==> config.mk <==
export PLATFORM = sky130hd
export DESIGN_NAME = mem_chan_req
export DESIGN_NICKNAME = d
export VERILOG_FILES = /design/src/rtl/mem_chan_req.sv
export SDC_FILE = /design/constraint.sdc
export NUM_CORES = 1
export LEC_CHECK = 0
export ABC_AREA = 1
export CELL_PAD_IN_SITES_DETAIL_PLACEMENT = 2
export CELL_PAD_IN_SITES_GLOBAL_PLACEMENT = 2
export CORE_MARGIN = 1
export CORE_UTILIZATION = 26
export CTS_BUF_LIST = sky130_fd_sc_hd__clkbuf_4
export DETAILED_ROUTE_END_ITERATION = 7
export GPL_ROUTABILITY_DRIVEN = 0
export GPL_TIMING_DRIVEN = 0
export PLACE_DENSITY_LB_ADDON = 0.1
export SLEW_MARGIN = 20
export SYNTH_ARGS = -nofsm -noshare
export SYNTH_HDL_FRONTEND = slang
export SYNTH_SLANG_ARGS = --single-unit
==> constraint.sdc <==
create_clock -name clk_sys -period 3.7 [get_ports clk_sys]
set_input_delay 0.74 -clock clk_sys [delete_from_list [all_inputs] [get_ports clk_sys]]
set_output_delay 0.74 -clock clk_sys [all_outputs]
set_load 0.02 [all_outputs]
==> src/rtl/mem_chan_req.sv <==
// N-channel toggle req/ack generator between core memory ports and the SDRAM controller.
// Optional sticky overrun flags are built only when MEM_REQ_OVR_EN is defined.
module mem_chan_req #(
    parameter int unsigned       NCH         = 5,
    parameter int unsigned       AW          = 24,
    parameter logic [NCH-1:0]    CLR_MASK    = 5'b01100,
    parameter int unsigned       CLR_AW      = 15,
    parameter logic [NCH-1:0]    RETRIG_MASK = 5'b11111
) (
    input  logic                clk_sys,
    input  logic                reset,
    input  logic [NCH*AW-1:0]   ch_addr,
    input  logic [NCH-1:0]      ch_rd,
    input  logic [NCH-1:0]      ch_wr,
    input  logic [NCH*8-1:0]    ch_din,
    input  logic [NCH-1:0]      mem_ack,
    output logic [NCH-1:0]      mem_req,
    output logic [NCH*AW-1:0]   mem_addr,
    output logic [NCH*8-1:0]    mem_din,
    output logic [NCH-1:0]      mem_we,
    output logic [NCH-1:0]      ch_busy,
    output logic [NCH-1:0]      ch_ovr,
    output logic                clr_done
);

    localparam int unsigned DW = 8;

    typedef enum logic [1:0] {
        S_IDLE,
        S_STEP,
        S_WAIT,
        S_DONE
    } clr_state_t;

    clr_state_t          r_state;
    clr_state_t          w_state_nxt;
    logic [CLR_AW-1:0]   r_clr_addr;
    logic                r_clr_done;
    logic                w_clr_step;
    logic                w_clr_quiet;
    logic                w_clr_last;
    logic [NCH-1:0]      w_req_eq_ack;

    // Sweep only advances when every clear channel has its previous request acked.
    assign w_clr_quiet = ((~w_req_eq_ack) & CLR_MASK) == '0;
    assign w_clr_last  = (r_clr_addr == {CLR_AW{1'b1}});
    assign clr_done    = r_clr_done;

    always_ff @(posedge clk_sys) begin
        if (!reset) begin
            r_state <= S_IDLE;
        end else begin
            r_state <= w_state_nxt;
        end
    end

    // A request still in flight when the sweep starts is waited out before stepping.
    always_comb begin
        w_state_nxt = r_state;
        w_clr_step  = 1'b0;
        case (r_state)
            S_IDLE: w_state_nxt = S_STEP;
            S_STEP: begin
                if (w_clr_quiet) begin
                    w_clr_step  = reset;
                    w_state_nxt = S_WAIT;
                end
            end
            S_WAIT: begin
                if (w_clr_quiet) begin
                    w_state_nxt = w_clr_last ? S_DONE : S_STEP;
                end
            end
            S_DONE:  w_state_nxt = S_DONE;
            default: w_state_nxt = S_IDLE;
        endcase
    end

    always_ff @(posedge clk_sys) begin
        if (reset) begin
            case (r_state)
                S_IDLE: begin
                    r_clr_addr <= '0;
                    r_clr_done <= 1'b0;
                end
                S_WAIT: begin
                    if (w_clr_quiet && !w_clr_last) begin
                        r_clr_addr <= r_clr_addr + CLR_AW'(1);
                    end
                end
                S_DONE:  r_clr_done <= 1'b1;
                default: ;
            endcase
        end
    end

    for (genvar i = 0; i < NCH; i++) begin : g_ch
        logic          r_rd_d;
        logic          r_wr_d;
        logic          r_req;
        logic          r_pending;
        logic          r_hold_we;
        logic [AW-1:0] r_addr_last;
        logic [AW-1:0] r_hold_addr;
        logic [AW-1:0] w_addr;
        logic          w_trig;
        logic          w_issue;
        logic          w_clr_ch;
        logic          w_tog;

        assign w_addr   = ch_addr[i*AW +: AW];
        assign w_trig   = (ch_rd[i] & ~r_rd_d) | (ch_wr[i] & ~r_wr_d)
                        | (RETRIG_MASK[i] & (ch_rd[i] | ch_wr[i]) & (w_addr != r_addr_last));
        assign w_issue  = ~reset & (w_trig | r_pending) & (r_req == mem_ack[i]);
        assign w_clr_ch = reset & CLR_MASK[i];
        assign w_tog    = w_issue | (w_clr_step & CLR_MASK[i]);

        assign w_req_eq_ack[i]        = (r_req == mem_ack[i]);
        assign mem_req[i]             = r_req ^ w_tog;
        assign mem_addr[i*AW +: AW]   = w_clr_ch ? AW'(r_clr_addr) : (w_issue ? w_addr : r_hold_addr);
        assign mem_we[i]              = w_clr_ch ? 1'b1 : (w_issue ? ch_wr[i] : r_hold_we);
        assign mem_din[i*DW +: DW]    = w_clr_ch ? '0 : ch_din[i*DW +: DW];
        assign ch_busy[i]             = (mem_req[i] != mem_ack[i]) | r_pending;

        // Request phase is never reset so it stays aligned with the controller's ack.
        always_ff @(posedge clk_sys) begin
            r_req <= r_req ^ w_tog;
        end

        always_ff @(posedge clk_sys) begin
            if (reset) begin
                r_rd_d      <= 1'b0;
                r_wr_d      <= 1'b0;
                r_pending   <= 1'b0;
                r_addr_last <= '1;
                r_hold_addr <= '0;
                r_hold_we   <= 1'b0;
            end else begin
                r_rd_d      <= ch_rd[i];
                r_wr_d      <= ch_wr[i];
                r_addr_last <= w_addr;
                if (w_issue) begin
                    r_pending   <= 1'b0;
                    r_hold_addr <= w_addr;
                    r_hold_we   <= ch_wr[i];
                end else if (w_trig) begin
                    r_pending   <= 1'b1;
                end
            end
        end

`ifdef MEM_REQ_OVR_EN
        logic r_ovr;
        always_ff @(posedge clk_sys) begin
            if (reset) begin
                r_ovr <= 1'b0;
            end else if (w_trig && r_pending) begin
                r_ovr <= 1'b1;
            end
        end
        assign ch_ovr[i] = r_ovr;
`else
        assign ch_ovr[i] = 1'b0;
`endif
    end

endmodule

==> flow_metrics.env, run 1 <==
export IMPL_drive_above_1_share_pct=19.2
export IMPL_synth_top_family_by_area="simple AND/OR/NAND/NOR gates"
export IMPL_clkSinkCount=283
export IMPL_leakagePower_nw=11.1
export IMPL_crit_family="buffers and inverters"
export IMPL_grt_remaining_overflow=0
export IMPL_synthTopCellsByArea="dfxtp_1 39%, nand2_1 20%, inv_1 12%"
export IMPL_drt_iter0_markers=378
export IMPL_async_flop_share_pct=0
export IMPL_period_share_pct=98.6
export IMPL_peakVddDrop_uv=248
export IMPL_grt_max_degree=12
export IMPL_end_kind="primary output"
export IMPL_cts_tree="yes"
export IMPL_arrival_ns=2.91
export IMPL_comb_power_share_pct=33.7
export IMPL_cts_hold_buf=0
export IMPL_io_pins=358
export IMPL_die_h_um=232
export IMPL_setup_viol=0
export IMPL_cp_required_ns=2.96
export IMPL_clk_path_buf_depth=3
export IMPL_cp_common_cell="nand2_1"
export IMPL_critical_path_buf_inv_count=5
export IMPL_grt_pass1_wl_mm=85.3
export IMPL_most_common_layout_cells="738 x nand2_1, 416 x inv_1, 258 x dfxtp_1"
export IMPL_grt_util_all_layers_pct=20.6
export IMPL_r2r_cells=6
export IMPL_synthFlopType="dfxtp_1"
export IMPL_final_common_cell="nand2_1"
export IMPL_regToRegEndpoint="r_clr_addr[7]"
export IMPL_nFillCells=6223
export IMPL_place_inst=3124
export IMPL_tns_ns=0
export IMPL_yosysTopAreaCell="dfxtp_1"
export IMPL_multi_input_comb_area_sq_um=5770
export IMPL_hold_depth=3
export IMPL_critPathKind="in2out"
export IMPL_p_per_area_nw_per_um2=541
export IMPL_hold_viol=0
export IMPL_cts_root_buf="clkbuf_4"
export IMPL_io_buffers=328
export IMPL_switching_share_pct=37.3
export IMPL_worst_slew_pin_slew_ns=0.667
export IMPL_start_kind="input port"
export IMPL_drv_cap=0
export IMPL_internal_power_w=0.00654
export IMPL_synthCells=2111
export IMPL_final_nets=2753
export IMPL_detail_route_antenna_nets=0
export IMPL_synth_compound_area_share_pct=2.46
export IMPL_seqPwrFrac_pct=35.7
export IMPL_rsz0062_at_grt="yes"
export IMPL_syn_avg_cell_area_sq_um=6.50
export IMPL_clk_latency_ns=0.79
export IMPL_skew_ns=0.0328
export IMPL_ys_ff_latch=283
export IMPL_synth_edff_count=16
export IMPL_outcome="finished, final reports clean"
export IMPL_dr_pass1_iters=5
export IMPL_clkPwrFrac_pct=30.6
export IMPL_hp_class="in2reg"
export IMPL_grt_pass1_vias=15900
export IMPL_ys_types=35
export IMPL_yosysSeqAreaShare_pct=42.5
export IMPL_vias=14600
export IMPL_dieArea_sq_um=53700
export IMPL_power_switching_w=0.00388
export IMPL_synth_top_area_share_pct=39.0
export IMPL_finalNonFillerCells=3302
export IMPL_regArea_sq_um=5840
export IMPL_crit_path_max_fanout=7
export IMPL_wl_per_cell_um=17.0
export IMPL_hpwlAfterDp_mm=42.4
export IMPL_coreArea_sq_um=51700
export IMPL_synth_xor_area_share_pct=1.02
export IMPL_min_to="g_ch[2].r_addr_last[17]"
export IMPL_vias_per_cell=4.42
export IMPL_path_clk_slew_ns=0.06
export IMPL_yosys_area_share_simple_pct=36.2
export IMPL_initial_core_util_pct=26.5
export IMPL_num_rows=83
export IMPL_fmax_mhz=274
export IMPL_synth_fa_ha_area_share_pct=0.547
export IMPL_rr_startpoint="r_state[0]"
export IMPL_ys_warn_count=0
export IMPL_htreeDepth=3
export IMPL_die_w_um=232
export IMPL_crit_chain="clkdlybuf4s50_1 -> inv_2 -> nand2_1 -> nand2_1 -> nor2_2 -> nand2_2 -> nor2_4 -> nand3_2 -> nand2_4 -> nand2_8 -> buf_4 -> buf_4 -> nand4_1 -> nand2_1 -> nand2_1 -> buf_2"
export IMPL_rrSetupSlack_ns=1.32
export IMPL_synthMuxAreaShare_pct=0
export IMPL_syn2layout_area_growth_pct=40.4
export IMPL_numCtsBuffers=91
export IMPL_netlist_area_sq_um=13700
export IMPL_slew_headroom_pct=55.6
export IMPL_antenna_found_initial=4
export IMPL_power_total_w=0.0104
export IMPL_cpPeakStageDelay_ns=0.50
export IMPL_drc_errors=0
export IMPL_slew_violations=0
export IMPL_critical_path_slowest_cell="clkdlybuf4s50_1"
export IMPL_min_period_ns=3.65
export IMPL_hp_start="ch_addr[65]"
export IMPL_wirelength_mm=56.1
-- state kept, by name, summed over array words and instances, names as in the netlist --
register / cells
g_ch.r_hold_addr: 120
g_ch.r_pending: 5
g_ch.r_rd_d: 5
r_state: 2
g_ch.r_req: 5
g_ch.r_hold_we: 5
g_ch.r_wr_d: 5
r_clr_addr: 15
g_ch.r_addr_last: 120
clr_done: 1
-- final cells by class --
class                      count  area share [%]
antenna                        2          0.0260
buffer                       104            3.66
clock buffer                 139            5.42
clock inverter                 4           0.214
inverter                     461            8.99
multi-input combinational   1267            30.0
sequential                   283            30.3
tap                          680            4.42
timing repair buffer         362            17.0
-- worst register-to-register path, delay by kind of cell (launching register included) --
family,cells,cell delay [ns]
flops,1,0.36
buf+inv,3,0.82
compound gates,2,0.70
fa+ha+maj,1,0.20
-- Yosys cell counts, types with 19 or more instances --
master	number
buf_2	19
inv_2	25
nand2_1	745
inv_1	433
nand4_1	108
nor2_1	232
buf_4	38
o21ai_0	47
clkbuf_1	26
nand3_1	56
dfxtp_1	267
-- stage by stage --
stage / util (%) / cell area (sq um) / worst slack, ns / hold WS (ns)
2_1_floorplan: - / 13700 / 0.903 / 0.452
3_3_place_gp: 34.5 / 17900 / -0.959 / 0.464
3_5_place_dp: 34.6 / 17900 / -0.741 / 0.477
4_1_cts: 36.9 / 19100 / -0.0746 / 0.247
5_1_grt: 37.2 / 19300 / -0.0684 / 0.142
6_report: 37.2 / 19300 / 0.0533 / 0.216
-- power by group through the flow --
stage          registers [W]  clock network, W  logic, W
5_1_grt              0.00376           0.00349   0.00385
3_5_place_dp         0.00379                 0   0.00355
2_1_floorplan        0.00373                 0   0.00191
3_3_place_gp         0.00376                 0   0.00343
6_report             0.00372           0.00319   0.00351
4_1_cts              0.00372           0.00334   0.00351
-- routing by layer --
metal | wire length, um | global-route usage (%) | vias to the layer above
met1 | 23400 | 23.6 | 6985
met3 | 2320 | 4.31 | 107
met2 | 28600 | 37.4 | 297
li1 | - | - | 7197
met4 | 1820 | 7.52 | 2
met5 | 12 | 0 | -
-- kinds of logic (layout without fill, tap and decap cells) --
kind of cell | after synthesis | after routing
compound gates | 62 | 62
xor+xnor | 16 | 16
fa+ha+maj | 6 | 6
buf+inv | 566 | 1070
flops | 283 | 283
other cells | 1 | 7
simple gates | 1177 | 1178
-- what timing repair did --
item | 4_1_cts | 5_1_grt
buffers inserted | 17 | 13
setup endpoints to repair | 135 | 143
resized for setup | 488 | 198
hold endpoints to repair | 0 | 0
pin swaps | 5 | 32
cloned | 4 | 0
-- worst max path at each step --
| stage | start | end | slack (ns) | depth (start not counted) |
|---|---|---|---|---|
| floorplan | ch_addr[67] | mem_addr[71] | 0.90 | 12 |
| global placement | reset | r_clr_addr[7] | -0.96 | 4 |
| detailed placement | ch_addr[61] | mem_addr[69] | -0.74 | 15 |
| CTS | ch_addr[20] | mem_addr[8] | -0.07 | 16 |
| global route | g_ch[2].r_addr_last[12] | mem_addr[54] | -0.07 | 16 |
| finish | ch_addr[68] | mem_we[2] | 0.05 | 16 |
Power figures use the tool's default switching activity.
==> run 2: changes to the inputs <==
--- a/config.mk
+++ b/config.mk
@@ -9,12 +9,13 @@
 export CELL_PAD_IN_SITES_DETAIL_PLACEMENT = 2
 export CELL_PAD_IN_SITES_GLOBAL_PLACEMENT = 2
 export CORE_MARGIN = 1
-export CORE_UTILIZATION = 26
+export CORE_UTILIZATION = 25
 export CTS_BUF_LIST = sky130_fd_sc_hd__clkbuf_4
 export DETAILED_ROUTE_END_ITERATION = 7
 export GPL_ROUTABILITY_DRIVEN = 0
 export GPL_TIMING_DRIVEN = 0
 export PLACE_DENSITY_LB_ADDON = 0.1
+export SETUP_SLACK_MARGIN = 0.1
 export SLEW_MARGIN = 20
 export SYNTH_ARGS = -nofsm -noshare
 export SYNTH_HDL_FRONTEND = slang
==> flow_metrics.env, run 2 (synthesized netlist as in run 1, its figures left out) <==
export IMPL_outcome="finished, final reports clean"
export IMPL_num_rows=85
export IMPL_drive_above_1_share_pct=25.2
export IMPL_power_total_w=0.0109
export IMPL_cts_root_buf="clkbuf_4"
export IMPL_antenna_found_initial=4
export IMPL_most_common_layout_cells="684 x nand2_1, 386 x inv_1, 250 x dfxtp_1"
export IMPL_worst_slew_pin_slew_ns=0.707
export IMPL_critical_path_slowest_cell="dlygate4sd2_1"
export IMPL_clk_path_buf_depth=3
export IMPL_hold_depth=3
export IMPL_peakVddDrop_uv=219
export IMPL_htreeDepth=3
export IMPL_final_nets=2782
export IMPL_power_switching_w=0.00408
export IMPL_coreArea_sq_um=54000
export IMPL_syn2layout_area_growth_pct=48.1
export IMPL_holdWs_ns=0.200
export IMPL_regToRegEndpoint="r_clr_addr[7]"
export IMPL_drc_errors=0
export IMPL_die_w_um=236
export IMPL_grt_util_met1_pct=23.0
export IMPL_drv_cap=0
export IMPL_cp_required_ns=2.96
export IMPL_setup_viol=0
export IMPL_initial_core_util_pct=25.4
export IMPL_start_kind="input port"
export IMPL_io_pins=358
export IMPL_critPathKind="in2out"
export IMPL_cts_tree="yes"
export IMPL_slew_headroom_pct=52.9
export IMPL_clk_latency_ns=0.81
export IMPL_detail_route_antenna_nets=0
export IMPL_numCtsBuffers=89
export IMPL_crit_chain="dlygate4sd2_1 -> inv_1 -> nand2_1 -> nand2_2 -> nor2_4 -> nand2_2 -> nor2_2 -> nand3_2 -> nand2_4 -> nand2_8 -> nand3_4 -> buf_6 -> buf_12 -> buf_12 -> nand2_1 -> nand3_1 -> buf_6"
export IMPL_grt_util_all_layers_pct=20.4
export IMPL_clkSinkCount=283
export IMPL_top_regs="g_ch.r_addr_last x120, g_ch.r_hold_addr x120, r_clr_addr x15"
export IMPL_internal_power_w=0.00680
export IMPL_path_clk_slew_ns=0.06
export IMPL_leakagePower_nw=11.6
export IMPL_vias_per_cell=4.40
export IMPL_grt_pass1_vias=16200
export IMPL_die_h_um=236
export IMPL_regArea_sq_um=5850
export IMPL_hp_start="ch_addr[10]"
export IMPL_crit_family="simple AND/OR/NAND/NOR gates"
export IMPL_hpwlAfterDp_mm=42.8
export IMPL_crit_path_max_fanout=5
export IMPL_io_buffers=328
export IMPL_placed_area_sq_um=17900
export IMPL_hold_viol=0
export IMPL_clkPwrFrac_pct=28.5
export IMPL_min_to="g_ch[0].r_addr_last[10]"
export IMPL_critical_path_buf_inv_count=6
export IMPL_use_met2_pct=37.6
export IMPL_min_period_ns=3.58
export IMPL_period_share_pct=96.7
export IMPL_cpPeakStageDelay_ns=0.40
export IMPL_comb_power_share_pct=37.2
export IMPL_r2r_cells=6
export IMPL_fin_area_sq_um=20300
export IMPL_slew_violations=0
export IMPL_fin_ws_ns=0.123
export IMPL_p_per_area_nw_per_um2=535
export IMPL_switching_share_pct=37.5
export IMPL_seqPwrFrac_pct=34.3
export IMPL_rsz0062_at_grt="yes"
export IMPL_rr_startpoint="r_state[0]"
export IMPL_wl_per_cell_um=17.2
export IMPL_skew_ns=0.0372
export IMPL_preCtsSetupSlack_ns=-0.794
export IMPL_grt_max_degree=12
export IMPL_dieArea_sq_um=55800
export IMPL_grt_busiest_layer="met2"
export IMPL_nFillCells=6447
export IMPL_grt_pass1_wl_mm=88.0
export IMPL_hp_class="in2reg"
export IMPL_final_common_cell="nand2_1"
export IMPL_grt_remaining_overflow=0
export IMPL_grtUsageMet3_pct=4.28
export IMPL_arrival_ns=2.84
export IMPL_drt_iter0_markers=367
export IMPL_multi_input_comb_area_sq_um=6140
export IMPL_fmax_mhz=280
export IMPL_wirelength_mm=57.6
export IMPL_rrSetupSlack_ns=1.43
export IMPL_vias=14800
export IMPL_final_util_pct=37.6
export IMPL_dr_pass1_iters=4
export IMPL_end_kind="primary output"
-- run 2: cell count changes in the layout (fill, tap and decap cells not counted), sizes merged --
cell | previous run | this run
buf | 193 | 256
clkdlybuf4s50 | 146 | 117
clkbuf | 200 | 175
dlygate4sd2 | 22 | 32
dlymetal6s2s | 37 | 47
diode | 2 | 7
bufinv | 1 | 0
clkinv | 5 | 6
dlygate4sd1 | 1 | 0
inv | 459 | 460
nand3 | 72 | 73
-- run 2: per-stage QoR --
step	TNS [ns]	cells
after floorplan	0	2115
after global placement	-73.65	3139
after detailed placement	-57.86	3140
after CTS	0	3323
after global routing	-0.0137	3351
final	0	3353
-- run 2: worst min-delay path: stages --
cell and delay, ns:
dlymetal6s2s_1 0.12, inv_2 0.06, nand2_1 0.05
-- run 2: repair_timing --
action | CTS | global route
setup buffers | 32 | 22
hold endpoints to repair | 0 | 0
cloned | 9 | 3
resized for setup | 665 | 383
setup endpoints to repair | 149 | 134
pin swaps | 28 | 50
hold buffers | 0 | 0
-- run 2: worst max path at each step --
| stage | start | endpoint | cells past startpoint |
|---|---|---|---|
| global route | g_ch[2].r_addr_last[11] | mem_addr[57] | 16 |
| detailed placement | ch_addr[51] | mem_addr[68] | 15 |
| finish | ch_addr[62] | mem_addr[57] | 17 |
| global placement | reset | r_clr_addr[7] | 4 |
| floorplan | ch_addr[67] | mem_addr[71] | 12 |
| CTS | ch_addr[20] | mem_addr[15] | 17 |
-- run 2: final cells by class --
class	count	area share [%]
diodes	7	0.0862
plain buffers	104	3.76
clock buffers	137	5.06
clock inverters	5	0.0924
inverters	461	8.53
multi-input cells	1268	30.2
flip-flops and latches	283	28.8
well taps	696	4.29
repair buffers	392	19.1
-- run 2: power groups by stage --
stage | registers (W) | logic [W] | clock network, W
after CTS | 0.00372 | 0.00369 | 0.00325
after global routing | 0.00378 | 0.00440 | 0.00340
after detailed placement | 0.00378 | 0.00356 | 0
after global placement | 0.00376 | 0.00345 | 0
final | 0.00373 | 0.00404 | 0.00310
after floorplan | 0.00373 | 0.00191 | 0
-- run 2: per-layer routing --
| metal | share of wire [%] | vias to the layer above | wire [um] |
|---|---|---|---|
| li1 | - | 7263 | - |
| met1 | 41 | 7123 | 23800 |
| met2 | 52 | 270 | 29900 |
| met3 | 4.1 | 113 | 2380 |
| met4 | 2.7 | 0 | 1550 |
| met5 | 0 | - | 0 |
